File: src/rtl/pc_sequencer.sv
// Program-counter sequencer: IDLE/RUN/STEP/HALT control, next-PC selection, and commit gating.
// Optional committed-instruction counter enabled by defining RETIRE_COUNT_EN.
module pc_sequencer #(
  parameter int          ADDR_WIDTH  = 5,
  parameter int          LAST_ADDR   = 31,
  parameter logic [5:0]  HALT_OPCODE = 6'b111111
) (
  input  logic                  CLK,
  input  logic                  reset,
  input  logic                  start,
  input  logic                  stepMode,
  input  logic                  stepReq,
  input  logic                  abort,
  input  logic [31:0]           instruction,
  input  logic                  jumpEnable,
  input  logic                  branchEnable,
  input  logic                  isZero,
  output logic [ADDR_WIDTH-1:0] pc,
  output logic                  execEnable,
  output logic                  running,
  output logic                  halted,
  output logic [1:0]            haltCause,
  output logic [15:0]           retireCount
);

  typedef enum logic [1:0] {S_IDLE, S_RUN, S_STEP, S_HALT} state_t;

  localparam logic [1:0]            CAUSE_NONE  = 2'b00;
  localparam logic [1:0]            CAUSE_OPC   = 2'b01;
  localparam logic [1:0]            CAUSE_RANGE = 2'b10;
  localparam logic [1:0]            CAUSE_ABORT = 2'b11;
  localparam logic [ADDR_WIDTH-1:0] LP_ONE      = 1;
  localparam logic [ADDR_WIDTH:0]   LP_ONE_W    = 1;
  localparam logic [ADDR_WIDTH:0]   LP_LAST     = (ADDR_WIDTH+1)'(LAST_ADDR);

  state_t                r_state;
  logic [ADDR_WIDTH-1:0] r_pc;
  logic                  r_running;
  logic                  r_halted;
  logic [1:0]            r_cause;

  logic [ADDR_WIDTH-1:0] w_imm;
  logic                  w_halt_op;
  logic [ADDR_WIDTH:0]   w_pc_inc;
  logic [ADDR_WIDTH-1:0] w_branch;
  logic [ADDR_WIDTH:0]   w_target;
  logic                  w_oor;
  logic                  w_unused;

  assign w_imm     = instruction[ADDR_WIDTH-1:0];
  assign w_halt_op = (instruction[31:26] == HALT_OPCODE);
  assign w_unused  = ^instruction[25:ADDR_WIDTH];

  // Target is one bit wider so a sequential step past LAST_ADDR is visible as out of range.
  assign w_pc_inc  = {1'b0, r_pc} + LP_ONE_W;
  assign w_branch  = r_pc + LP_ONE + w_imm;

  always_comb begin
    w_target = w_pc_inc;
    if (jumpEnable) begin
      w_target = {1'b0, w_imm};
    end else if (branchEnable && isZero) begin
      w_target = {1'b0, w_branch};
    end
  end

  assign w_oor = (w_target > LP_LAST);

  always_comb begin
    execEnable = 1'b0;
    case (r_state)
      S_RUN:   execEnable = ~abort & ~w_halt_op;
      S_STEP:  execEnable = stepReq & ~abort & ~w_halt_op;
      default: execEnable = 1'b0;
    endcase
  end

  always_ff @(posedge CLK) begin
    if (reset) begin
      r_state   <= S_IDLE;
      r_pc      <= '0;
      r_running <= 1'b0;
      r_halted  <= 1'b0;
      r_cause   <= CAUSE_NONE;
    end else begin
      case (r_state)
        S_IDLE, S_HALT: begin
          if (start) begin
            r_pc      <= '0;
            r_cause   <= CAUSE_NONE;
            r_state   <= stepMode ? S_STEP : S_RUN;
            r_running <= 1'b1;
            r_halted  <= 1'b0;
          end
        end
        S_RUN, S_STEP: begin
          if (abort) begin
            r_state   <= S_HALT;
            r_running <= 1'b0;
            r_halted  <= 1'b1;
            r_cause   <= CAUSE_ABORT;
          end else if (w_halt_op && (r_state == S_RUN || stepReq)) begin
            r_state   <= S_HALT;
            r_running <= 1'b0;
            r_halted  <= 1'b1;
            r_cause   <= CAUSE_OPC;
          end else if (execEnable) begin
            // The instruction still commits; only the PC update is suppressed.
            if (w_oor) begin
              r_state   <= S_HALT;
              r_running <= 1'b0;
              r_halted  <= 1'b1;
              r_cause   <= CAUSE_RANGE;
            end else begin
              r_pc    <= w_target[ADDR_WIDTH-1:0];
              r_state <= stepMode ? S_STEP : S_RUN;
            end
          end else if (!stepMode) begin
            r_state <= S_RUN;
          end
        end
        default: begin
          r_state   <= S_IDLE;
          r_running <= 1'b0;
          r_halted  <= 1'b0;
        end
      endcase
    end
  end

  assign pc        = r_pc;
  assign running   = r_running;
  assign halted    = r_halted;
  assign haltCause = r_cause;

`ifdef RETIRE_COUNT_EN
  logic [15:0] r_retire;
  logic        w_start_ok;

  assign w_start_ok = start && (r_state == S_IDLE || r_state == S_HALT);

  always_ff @(posedge CLK) begin
    if (reset || w_start_ok) begin
      r_retire <= '0;
    end else if (execEnable && (r_retire != 16'hFFFF)) begin
      r_retire <= r_retire + 16'd1;
    end
  end

  assign retireCount = r_retire;
`else
  assign retireCount = '0;
`endif

endmodule

File: config.mk
export PLATFORM = sky130hd
export DESIGN_NAME = pc_sequencer
export DESIGN_NICKNAME = d
export VERILOG_FILES = /design/src/rtl/pc_sequencer.sv
export SDC_FILE = /design/constraint.sdc
export NUM_CORES = 1
export LEC_CHECK = 0
export CAP_MARGIN = 20
export CORE_MARGIN = 5
export CORE_UTILIZATION = 35
export CTS_BUF_LIST = sky130_fd_sc_hd__clkbuf_4 sky130_fd_sc_hd__clkbuf_8
export DETAILED_ROUTE_END_ITERATION = 8
export PLACE_DENSITY = 0.76
export SYNTH_ARGS = -nofsm -noshare
export SYNTH_HDL_FRONTEND = slang
export SYNTH_SLANG_ARGS = --single-unit
File: constraint.sdc
create_clock -name CLK -period 1.95 [get_ports CLK]
set_input_delay 0.4875 -clock CLK [delete_from_list [all_inputs] [get_ports CLK]]
set_output_delay 0.4875 -clock CLK [all_outputs]
set_load 0.01 [all_outputs]
# After elaboration in Yosys (flattened, before gate mapping)
# Index checks and enable logic that the tools add are counted.
# op_classes
n_bitwise	5
n_reduce_logical	9
n_lt_le_gt_ge	1
add_sub_neg	3
eq_ne	12
muxes	35
# op_table
op	n
$mux W5	5
$mux W2	12
$mux W6	2
$mux W1	10
$ne A2 B2 Y1 const B	5
$pmux W5 S2	1
$ne A4 B4 Y1 const B	2
$pmux W2 S2	2
$add A5 B1 Y6 const B	1
$eq A6 B6 Y1 const B	1
$gt A6 B5 Y1 const B	1
$pmux W1 S2	3
$add A5 B1 Y5 const B	1
$add A5 B5 Y5	1
$ne A5 B5 Y1 const B	1
$reduce_and A5 Y1	1
$eq A2 B2 Y1 const B	2
$reduce_or A2 Y1	2
$and A1 B1 Y1	3
$reduce_and A3 Y1	1
$eq A2 B1 Y1 const B	1
$logic_and A1 B1 Y1	2
$logic_not A2 Y1	1
$not A1 Y1	2
2 further kinds	2
# totals
regBits	11
in_bits	41

# Depth between registers and ports, before layout
# logic_depth
ltp_word	10
mapped_depth	8
depth_no_buf	8

# Worst setup path after synthesis
# OpenSTA, ideal clock, no wires.
# synth_timing
path_type	input-to-reg
startpoint	input port instruction[0]
endpoint	register r_pc[4] (netlist: pc[4])
t_arrival_ns	1.915
stages	8
required_time_ns	1.817
setup_ns	0.133
setup_slack_ns	-0.098
cell_sequence	inv_1 > ha_1 > fa_1 > nand2b_1 > a21oi_1 > nor2_1 > nor4b_1 > o221ai_2
# synth_via
elab_chain_cells	8
word_cells_on_any_way	11
# synth_rtl
item	line_no	rtl
start, declared	14	input logic [31:0] instruction,
$add A5 B5 Y5	56	assign w_branch = r_pc + LP_ONE + w_imm;
$mux W6	62	end else if (branchEnable && isZero) begin
$mux W6 (*)	60	if (jumpEnable) begin
parallel branches: the longest is 5 deep, another holds $gt A6 B5 Y1	-	
end signal, assigned	115	r_pc <= w_target[ADDR_WIDTH-1:0];
end, declared	37	logic [ADDR_WIDTH-1:0] r_pc;
# Mark *: on every way between the ends. The select of a mux whose other input is x is not followed.
# A chain may end at the register's enable or synchronous reset.

# Worst setup path in the final report
# layout_timing
startpoint	register r_state[0]
endpoint	register r_pc[1] (netlist: pc[1])
# layout_via
elab_chain_cells	5
word_cells_on_any_way	16
# layout_rtl
item	line_no	rtl
start, declared	36	state_t r_state;
start signal, assigned	91	r_state <= stepMode ? S_STEP : S_RUN;
start signal, assigned	116	r_state <= stepMode ? S_STEP : S_RUN;
parallel branches: the longest is 5 deep, another holds $reduce_and A5 Y1	-	
# Parallel ways; which one is timed is not known.

==> results by group <==
Layout
  • Final Non-Filler Cells: roughly 240
  • Commonest cells after routing, fill and taps aside: buf_4 (30), conb_1 (16), clkdlybuf4s50_1 (16)
  • Filler Cell Count: about 250
  • Finished layout cell area: ~0.0018 sq mm
  • Diode count: 0
  • Share of layout cells above drive strength 1: 0.411
  • Commonest non-fill, non-tap cell in the layout: buf_4
  • Final nets: roughly 250
  • P&R area growth vs syn: 64.6%

Timing
  • RSZ-0062 raised after global routing: true
  • Fin Hold WS: between 0.4 and 0.5 ns
  • Final period util: 0.992
  • F_max: ~0.52 GHz
  • Max-slew violation count: 0
  • Worst Clk Skew: 0.0127 ns
  • Final min period: between 1.5 and 2 ns
  • Final hold vios: 0
  • Setup ws final: 0.0155 ns
  • Fin Setup TNS: 0 ns
  • Final setup viols: 0

Floorplanning
  • Core area: between 0.003 and 0.004 sq mm
  • Die area: 0.00442 sq mm
  • Die height: 66.5 microns
  • Row count: 20
  • I/O pin cnt: 67
  • Die span in x: approximately 67 microns
  • Initial core utilization: 0.366

Detailed routing
  • Total Wirelength: between 3 and 4 mm
  • Vias: roughly 1200
  • WL per Instance: approximately 13 microns
  • Initial drt markers: 63
  • Remaining DRCs: 0
  • Post-route ant nets: 0
  • DRT Pass-1 Iters: 4
  • Vias per cell: between 4 and 5

Power and ir drop
  • Peak VDD IR: 0.447 mV
  • Power Density: approximately 590 mW/mm^2
  • Leakage: 0.792 nW

Synth
  • Post-synth EDFFs: 0
  • Ys flop type: dfxtp_1
  • Synth unique cells: 48
  • Mapped cell area: ~0.0011 sq mm
  • Post-synthesis sequential area ratio: 0.197
  • Synth warn: 0
  • Post-Synthesis Cells: between 100 and 150
  • FF+latch count, synth: 11
  • Fraction of registers with async set/reset: 0
  • Syn Area/Cell: 8.16 sq um

Critical path
  • CP startpoint: r_state[0]$_SDFFE_PP0P_
  • Worst EP arrival: roughly 2.1 ns
  • Critical Path Sink Type: flip-flop
  • Crit Path Class: flip-flop to flip-flop
  • R2r startpoint: r_state[0]$_SDFFE_PP0P_
  • CP required: 2.15 ns
  • Reg-to-reg slack, setup: 0.02 ns
  • Critical-path maximum fanout: 6
  • CP startpoint kind: flip-flop

Outcome
  • Outcome: finished clean

GRT
  • Initial antenna violation count: 0
  • GRT Residual Overflow: 0
  • Total global-route track usage: 0.142
  • Largest net degree at the start of global routing: 11
  • First-pass GRT wire length: ~4.9 mm
  • Vias in the first global route: ~1100

Clock tree
  • Worst-case clock buffer depth: 2
  • Total CTS buffers: 3
  • CTS tree: done
  • H-Tree Depth: 1
  • Clock-pin slew on the worst setup and hold paths: ~0.080 ns
  • Skew-Pair Late Insertion Delay: around 0.29 ns
  • Clk root buf: clkbuf_4
  • TritonCTS Sinks: 11

Run
  • Max cap viols: 0

Placement
  • Placed instance count: about 230
  • Dpl hpwl: between 2 and 2.5 mm
  • Setup Slack @ Placement: -0.557 ns
  • DP Area: approximately 0.0016 sq mm
  • Placer Congestion: 0.826
  • I/O Buffers: 29

Worst hold path
  • Hold Crit Class: flip-flop to flip-flop
  • Hold Path Origin: halted$_SDFFE_PP0P_
worst max-delay path: stages (launching register included):
cell      delay (ns)
dfxtp_2         0.34
inv_2           0.05
ha_4            0.22
nor4b_4         0.30
or4b_4          0.51
nand3_4         0.14
o21bai_4        0.11
o22ai_1         0.17
synthesized netlist by cell type, drive strengths merged (2+ instances only):
cell type | n | share of area
o22ai | 3 | 0.017
clkbuf | 2 | 0.0067
nand2 | 7 | 0.024
or4 | 2 | 0.017
nor4b | 2 | 0.021
o21ai | 3 | 0.013
and2 | 2 | 0.013
nor4 | 2 | 0.011
dfxtp | 11 | 0.20
nor2b | 5 | 0.028
nand3 | 4 | 0.027
a21oi | 9 | 0.050
a211oi | 3 | 0.020
nand2b | 5 | 0.028
o211ai | 3 | 0.025
xnor2 | 4 | 0.031
buf | 18 | 0.12
inv | 12 | 0.040
nor3 | 3 | 0.013
o21a | 2 | 0.013
ha | 7 | 0.078
nor2 | 10 | 0.034
routing by layer:
metal	track usage	share of wire	routed length, microns	vias to the layer above
met4	0.0508	0.011	35	0
met2	0.217	0.48	1490	42
met1	0.178	0.44	1370	533
li1	-	-	-	573
met5	0	0	0	-
met3	0.0573	0.074	231	4
cell families after synthesis:
family	synth area share
AND/OR/NAND/NOR	0.263
flip-flops	0.197
AO/OA/AOI/OAI	0.221
adder cells (fa/ha/maj)	0.0963
buffers and inverters	0.169
other	0.00336
XOR/XNOR	0.0314
multiplexers	0.0190
state kept, by name, summed over array words and instances, names as in the netlist:
signal     count
halted         1
pc             5
haltCause      2
r_state        2
running        1
stage by stage:
stage           util  total power, mW
2_1_floorplan      -            0.571
3_3_place_gp   0.526            0.773
3_5_place_dp   0.526            0.781
4_1_cts        0.562             1.01
5_1_grt        0.602             1.17
6_report       0.602             1.09
final cells by class:
cell class | count | area [sq um] | area share
clock buffer | 4 | 30.0 | 0.0163
tap | 44 | 55.1 | 0.0299
sequential | 11 | 225 | 0.122
timing repair buffer | 61 | 532 | 0.289
multi-input combinational | 109 | 952 | 0.518
inverter | 12 | 45.0 | 0.0245
worst paths after layout:
path                                             to  depth (start not counted)
worst max-delay path             pc[1]$_SDFFE_PP0P_                          7
worst min-delay path            halted$_SDFFE_PP0P_                          1
worst min register to register  halted$_SDFFE_PP0P_                          1
worst max register to register   pc[1]$_SDFFE_PP0P_                          7
what timing repair did:
item,CTS,global route
endpoints found under the setup margin,9,9
pin swaps,12,17
gates resized for setup,29,27
hold buffers,0,0
buffers inserted,1,4
endpoints found under the hold margin,0,0
report_power, final:
part	internal, mW	switching [mW]	total, mW
Combinational	0.334	0.288	0.622
Clock	0.0936	0.0879	0.182
Sequential	0.260	0.0258	0.285
Power figures use the tool's default switching activity.
==> RTL edit: new RTL, same settings <==
Build with the macro `RETIRE_COUNT_EN` defined.
--- a/src/rtl/pc_sequencer.sv
+++ b/src/rtl/pc_sequencer.sv
@@ -1,5 +1,7 @@
 // Program-counter sequencer: IDLE/RUN/STEP/HALT control, next-PC selection, and commit gating.
 // Optional committed-instruction counter enabled by defining RETIRE_COUNT_EN.
+`define RETIRE_COUNT_EN
+
 module pc_sequencer #(
   parameter int          ADDR_WIDTH  = 5,
   parameter int          LAST_ADDR   = 31,
Formal check against the unedited RTL: not equivalent (Yosys sat finds a counterexample within 4 cycles, from zero or initial values and one cycle with reset high).
==> RTL edit against the unedited design <==
- sequential power rose by 120%
- power rose by 66%
- register-to-register slack improved by 0.11 ns
- critical path type is now in -> out
- combinational power rose by 33%
- non-clock buffer count rose by 32
- wire length rose by 61%
- design area rose by 49%
- sequential cell count rose by 16
- synthesized area rose by 60%
- setup slack improved by 0.022 ns
==> RTL edit: results (changes against the unedited design) <==
INFO  drt            vias=1,913 [was 1,152]
INFO  pwr            ir_worst_vdd=455uV [was 447 uV]
INFO  place          place.port_buffers=45 [was 29]
INFO  setup_path     timing.critical_path.fanout_max=2 [was 6]
INFO  logic_synthesis seq_area_frac_synth=30.3% [was 19.7%]
INFO  logic_synthesis synth_top_cells_by_area=dfxtp_1, ha_1, a21oi_1, xor2_1, o211ai_1 [was dfxtp_1, buf_4, ha_1, inv_1, a21oi_1]
INFO  cells_and_area nFillCells=474 [was 251]
INFO  place          routabilityCongestion=0.829 [was 0.826]
INFO  cells_and_area nets=351 [was 247]
INFO  setup_path     arrival=1.42ns [was 2.14 ns]
INFO  place          dp_cells=360 [was 232]
INFO  drt            initialDrtViolationCount=116 [was 63]
INFO  timing         clock_skew=0.00924ns [was 0.0127 ns]
INFO  timing         tightest_slew=0.373ns
INFO  logic_synthesis synthesized_area_per_cell=8.33um^2 [was 8.16 um^2]
INFO  clock_tree     path_clk_slew=0.10ns [was 0.08 ns]
INFO  grt            grt_max_degree=17 [was 11]
INFO  logic_synthesis synth_cell_type_count=53 [was 48]
INFO  place          hpwlAfterDp=3.82mm [was 2.28 mm]
INFO  clock_tree     clock-root-buffer=clkbuf_8 [was clkbuf_4]
INFO  drt            met3_wirelength=344um [was 231 um]
INFO  drt            met2RoutedLength=2.39mm [was 1.49 mm]
INFO  cells_and_area largest_register_ff_count=16 [was 5]
INFO  grt            grt_util_all_layers=16.4% [was 14.2%]
INFO  run_status     status=complete, no violations [unchanged]
INFO  place          postPlaceCellArea=2570um^2 [was 1610 um^2]
INFO  logic_synthesis yosysTopAreaCell=dfxtp_1 [unchanged]
INFO  drt            avgRoutedWirePerCell=13.6um [was 13.0 um]
INFO  pwr            power.static_leakage=1.12nW [was 0.792 nW]
INFO  grt            first_pass_grt_wire_length=8.67mm [was 4.89 mm]
INFO  drt            m1WireLength=2.24mm [was 1.37 mm]
## RTL edit: cell count changes after synthesis, sizes merged, moves of 5 or more
cell | unedited run | this run
dfxtp | 11 | 27
buf | 18 | 5
o21ai | 3 | 12
nand2 | 7 | 14
xor2 | 0 | 7
a21oi | 9 | 15
nand3 | 4 | 9
nand4 | 1 | 6
nor2 | 10 | 15
o211ai | 3 | 8
## RTL edit: metal layers
layer | GRT usage [%] | vias to the layer above
li1 | - | 972
met1 | 21.8 | 888
met2 | 25.6 | 47
met3 | 4.10 | 6
met4 | 5.91 | 0
met5 | 0 | -
## RTL edit: cell families after synthesis
| logic type | after synthesis | synth area share (%) |
|---|---|---|
| AOI/OAI and AO/OA | 60 | 23.1 |
| xor gates and xnor gates | 12 | 5.89 |
| adders and majority gates | 9 | 6.74 |
| buffers and inverters | 23 | 6.24 |
| DFF | 27 | 30.3 |
| muxes | 1 | 0.561 |
| and+or+nand+nor | 82 | 27.2 |
## RTL edit: area by class of cell
class	count	area [um^2]	share of cell area [%]
multi-input cells	164	1180	43.1
clock inverters	1	7.51	0.274
well taps	70	87.6	3.20
flip-flops and latches	27	542	19.8
repair buffers	93	835	30.5
clock buffers	3	41.3	1.51
inverters	12	45.0	1.64
## RTL edit: timing repair
item	in CTS	in global routing
gates resized for setup	16	13
setup endpoints to repair	12	12
pin swaps	9	3
cloned	0	0
setup buffers	2	4
## RTL edit: worst paths after layout
path	from	endpoint	slack, ns	depth (start not counted)
min	halted	halted	0.47	1
max reg2reg	r_state[0]	retireCount[10]	0.13	8
max	instruction[30]	execEnable	0.04	4
min reg2reg	halted	halted	0.47	1
## RTL edit: critical path, stage by stage
cell and delay [ns]:
clkdlybuf4s50_1 0.45, nand2_1 0.08, o211a_4 0.28, buf_6 0.13
## RTL edit: metrics by stage
step	total power, mW	hold WS (ns)	worst slack (ns)	util (%)
finish	1.81	0.474	0.0380	54.3
CTS	1.75	0.482	-0.0373	52.8
global route	1.92	0.515	-0.00122	54.3
detailed placement	1.39	0.458	-0.509	51.0
global placement	1.38	0.452	-0.479	51.0
floorplan	1.03	0.496	0.0472	-
## RTL edit: where the power goes
part,internal [mW],switching (mW)
combinational,0.447,0.383
sequential,0.604,0.0367
clock,0.146,0.193
total,1.20,0.613
